File: config.mk
export PLATFORM = sky130hd
export DESIGN_NAME = program_loader
export DESIGN_NICKNAME = d
export VERILOG_FILES = /design/src/rtl/program_loader.sv
export SDC_FILE = /design/constraint.sdc
export NUM_CORES = 1
export LEC_CHECK = 0
export CAP_MARGIN = 20
export CORE_AREA = 4 4 91 93
export CTS_CLUSTER_SIZE = 8
export DETAILED_ROUTE_END_ITERATION = 8
export DIE_AREA = 0 0 95 97
export GPL_ROUTABILITY_DRIVEN = 0
export GPL_TIMING_DRIVEN = 1
export HOLD_SLACK_MARGIN = 0.05
export PLACE_DENSITY_LB_ADDON = 0.12
export SLEW_MARGIN = 20
export SYNTH_ARGS = -nofsm -noshare
export SYNTH_HDL_FRONTEND = slang
export SYNTH_SLANG_ARGS = --single-unit
File: constraint.sdc
create_clock -name clk -period 3.4 [get_ports clk]
set_input_delay 0.51 -clock clk [delete_from_list [all_inputs] [get_ports clk]]
set_output_delay 0.51 -clock clk [all_outputs]
set_load 0.01 [all_outputs]
File: src/rtl/program_loader.sv
// Boot-time loader: takes a framed byte stream (SYNC, LEN, data, CSUM) and drives
// the CPU instruction-memory write port while holding the CPU in reset.
module program_loader #(
  parameter logic [7:0]  SYNC_BYTE = 8'hA5,
  parameter int unsigned MAX_LEN   = 255
) (
  input  logic       clk,
  input  logic       reset,
  input  logic       in_valid,
  input  logic [7:0] in_data,
  output logic       in_ready,
  input  logic       restart,
  output logic       cpu_reset,
  output logic       ins_write,
  output logic [7:0] instruction_write_data,
  output logic [7:0] byte_count,
  output logic       load_done,
  output logic       load_error
);

  localparam logic [2:0] S_WAIT_SYNC = 3'd0;
  localparam logic [2:0] S_GET_LEN   = 3'd1;
  localparam logic [2:0] S_DATA      = 3'd2;
  localparam logic [2:0] S_GET_CSUM  = 3'd3;
  localparam logic [2:0] S_FLUSH     = 3'd4;
  localparam logic [2:0] S_DONE      = 3'd5;
  localparam logic [2:0] S_ERROR     = 3'd6;

  logic [2:0] state, state_nx;
  logic [7:0] remaining;
  logic [7:0] len_q;
  logic [7:0] sum;
  logic [7:0] sum_chk;
  logic       xfer;

  assign xfer    = in_valid & in_ready;
  assign sum_chk = sum + in_data;

  always_comb begin
    state_nx = state;
    case (state)
      S_WAIT_SYNC: if (xfer && in_data == SYNC_BYTE) state_nx = S_GET_LEN;
      S_GET_LEN: begin
        if (xfer) begin
          if (in_data == 8'd0 || {24'd0, in_data} > MAX_LEN) state_nx = S_ERROR;
          else                                                state_nx = S_DATA;
        end
      end
      S_DATA:     if (xfer && remaining == 8'd1) state_nx = S_GET_CSUM;
      S_GET_CSUM: if (xfer) state_nx = (sum_chk == 8'd0) ? S_FLUSH : S_ERROR;
      S_FLUSH:    state_nx = S_DONE;
      S_DONE,
      S_ERROR:    if (restart) state_nx = S_WAIT_SYNC;
      default:    state_nx = S_WAIT_SYNC;
    endcase
  end

  // Status outputs are registered from the next state so they change together with it.
  always_ff @(posedge clk) begin
    if (reset) begin
      state                  <= S_WAIT_SYNC;
      in_ready               <= 1'b1;
      cpu_reset              <= 1'b1;
      ins_write              <= 1'b0;
      instruction_write_data <= '0;
      byte_count             <= '0;
      load_done              <= 1'b0;
      load_error             <= 1'b0;
      remaining              <= '0;
      len_q                  <= '0;
      sum                    <= '0;
    end else begin
      state      <= state_nx;
      in_ready   <= (state_nx == S_WAIT_SYNC) || (state_nx == S_GET_LEN) ||
                    (state_nx == S_DATA)      || (state_nx == S_GET_CSUM);
      cpu_reset  <= (state_nx != S_DONE);
      load_done  <= (state_nx == S_DONE);
      load_error <= (state_nx == S_ERROR);
      ins_write  <= (state == S_DATA) && xfer;

      if (state == S_GET_LEN && xfer) begin
        remaining  <= in_data;
        len_q      <= in_data;
        sum        <= '0;
        byte_count <= '0;
      end

      if (state == S_DATA && xfer) begin
        instruction_write_data <= in_data;
        sum                    <= sum_chk;
        remaining              <= remaining - 8'd1;
        if (byte_count != len_q) byte_count <= byte_count + 8'd1;
      end

      if ((state == S_DONE || state == S_ERROR) && restart) byte_count <= '0;
    end
  end

endmodule

==> results.json <==
{
  "dpl.hpwl_mm": 4.75,
  "tritoncts.num_buffers": 5,
  "peakVddDrop_uv": 200,
  "final_area_um2": 3070,
  "slowest_stage": "clkdlybuf4s50_1",
  "drive_gt1_frac": 0.0776,
  "cap_violations": 0,
  "avgRoutedWirePerCell_um": 15.2,
  "yosysSeqAreaShare": 0.379,
  "initial_core_util": 0.337,
  "cts-hold-fix-buffers": 0,
  "antenna_found_initial": 0,
  "finalCritPeriodShare": 0.802,
  "seq_power_share": 0.496,
  "ios": 33,
  "synth_ff_type": "dfxtp_1",
  "power.share.clock": 0.390,
  "final_core_util": 0.408,
  "pwr-share-comb": 0.114,
  "synth_fp_nets": 328,
  "routed_wl_mm": 6.62,
  "dr.pass1.iters": 4,
  "cts_root_buf": "clkbuf_8",
  "arrival_ns": 2.89,
  "clk_pin_slew_ns": 0.08,
  "syn_inst": 305,
  "clock-sinks": 48,
  "dp_slack_ns": 0.342,
  "crit_fanout": 3,
  "drc": 0,
  "rows": 32,
  "synth_top_area_frac": 0.379,
  "max_stage_delay_ns": 0.49,
  "internal-power_w": 0.000888,
  "crit_chain": "clkdlybuf4s50_1 -> ha_1 -> fa_1 -> or2_2 -> a2111oi_0 -> o211ai_1 -> nor4_1 -> a211oi_1",
  "finalHoldViolations": 0,
  "required_ns": 3.57,
  "fp.coreArea_um2": 7530,
  "via_per_inst": 5.15,
  "area_delta_synth_final_pct": 21.2,
  "num_antenna_cells": 0,
  "synth_area_per_cell_um2": 8.32,
  "first_global_vias": 2154,
  "postCtsResizedCells": 0,
  "cts_tree": "built",
  "die_w_um": 95,
  "synth_edf_count": 0,
  "synth_warnings": 0,
  "max_slew_margin": 0.414,
  "grt_util_all_layers": 0.151,
  "fin_setup_tns_ns": 0,
  "async_reset_ff_frac": 0,
  "cp-end-kind": "register",
  "rsz0062_at_grt": "false",
  "clk_path_buf_depth": 2,
  "finClkSkew_ns": 0.00971,
  "placed_area_um2": 2950,
  "nFillCells": 819,
  "power_density_nw_per_um2": 383,
  "vias": 2249,
  "synth_seq_cells": 48,
  "worstSkewPairLatency_ns": 0.30,
  "final_antenna_net_count": 0,
  "synth_area_leaders": "dfxtp_1 38%, nand2_1 7.3%, a21oi_1 7.1%, ha_1 4.9%, nor2_1 4.1%",
  "grt_start_max_net_pins": 38,
  "synth_area_um2": 2540,
  "die_h_um": 97,
  "most-common-layout-cells": "49 x nand2_1, 48 x dfxtp_1, 36 x a21oi_1",
  "post-cts-setup-buffer-count": 0,
  "slew_violations": 0,
  "grt-ovfl-total": 0,
  "status": "complete, no violations",
  "worst_slew_pin_slew_ns": 0.875,
  "synthDistinctLibCells": 49,
  "critPathKind": "in -> reg",
  "dieArea_um2": 9220,
  "grt_pass1_wl_mm": 11.1,
  "io_buffers": 32,
  "p_sw_w": 0.000289,
  "synth_area_leader_cell": "dfxtp_1",
  "sw_frac_of_total": 0.246,
  "drt_iter0_markers": 134,
  "setup_viol": 0,
  "finalWorstSetupSlack_ns": 0.674,
  "p_leak_nw": 1.13,
  "worstSetupStartpointType": "input pin",
  "final_nets": 357,
  "hold_slack_ns": 0.460,
  "fmax_mhz": 367,
  "hold_path_class": "reg -> reg",
  "period_minus_slack_ns": 2.73,
  "final_common_cell": "nand2_1",
  "cts_max_level": 2
}
==> path summary, 6_finish.rpt <==
kind | start | end | slack (ns) | depth (start not counted)
setup reg to reg | sum[0]$_SDFFE_PP0P_ | load_error$_SDFF_PP0_ | 1.02 | 7
hold / removal | instruction_write_data[2]$_SDFFE_PP0P_ | instruction_write_data[2]$_SDFFE_PP0P_ | 0.46 | 2
setup / recovery | in_data[0] | load_error$_SDFF_PP0_ | 0.67 | 8
hold reg to reg | instruction_write_data[2]$_SDFFE_PP0P_ | instruction_write_data[2]$_SDFFE_PP0P_ | 0.46 | 2
==> layout make-up <==
cell class | instances | area, µm² | area share
sequential | 48 | 961 | 0.313
inverter | 7 | 26.3 | 0.00855
clock buffer | 7 | 96.3 | 0.0314
tap | 102 | 128 | 0.0415
multi-input combinational | 235 | 1470 | 0.480
timing repair buffer | 37 | 358 | 0.116
clock inverter | 1 | 30.0 | 0.00977
==> power groups by stage <==
stage,Sequential [W],Combinational [W],Clock [W]
after floorplan,0.000594,0.0000897,0
after global placement,0.000597,0.000134,0
after detailed placement,0.000597,0.000135,0
after CTS,0.000584,0.000135,0.000474
after global routing,0.000587,0.000149,0.000499
final,0.000584,0.000134,0.000459
==> state kept, by name, summed over array words and instances, names as in the netlist <==
signal,cells
byte_count,8
instruction_write_data,8
len_q,8
remaining,8
sum,8
state,3
cpu_reset,1
in_ready,1
ins_write,1
load_done,1
load_error,1
==> Yosys cell counts (5+ instances only) <==
library cell	n
o211ai_1	5
nand3_1	11
clkbuf_1	9
nor2_1	28
dfxtp_1	48
a211oi_1	5
ha_1	10
o21ai_0	8
inv_1	7
a22oi_1	6
nand2_1	49
a21oi_1	36
a31oi_1	8
xor2_1	11
==> layer usage <==
layer  vias to the layer above  wire (µm)  global-route usage  part of all wire
met2                        33       3140               0.241              0.47
li1                       1151          -                   -                 -
met4                         0         53              0.0433            0.0080
met1                      1061       3230               0.208              0.49
met5                         -          0                   0                 0
met3                         4        203              0.0264             0.031
==> worst max-delay path: cells and delay by family <==
| family | cells | cell delay [ns] |
|---|---|---|
| compound gates | 3 | 0.66 |
| buf+inv | 1 | 0.49 |
| fa+ha+maj | 2 | 0.65 |
| simple gates | 2 | 0.58 |
==> through the flow <==
step | power (W) | instances
final | 0.00118 | 437
after global placement | 0.000731 | 429
after global routing | 0.00123 | 437
after CTS | 0.00119 | 437
after floorplan | 0.000684 | 305
after detailed placement | 0.000732 | 429
==> kinds of logic after synthesis <==
group                    count (synthesis)  share of synthesized area
AND/OR/NAND/NOR                        125                      0.252
AO/OA/AOI/OAI                           84                      0.220
flip-flops                              48                      0.379
buffers and inverters                   22                     0.0400
XOR/XNOR                                14                     0.0483
adder cells (fa/ha/maj)                 11                     0.0572
multiplexers                             1                    0.00444
No activity file was read; power rests on OpenSTA's default activity.
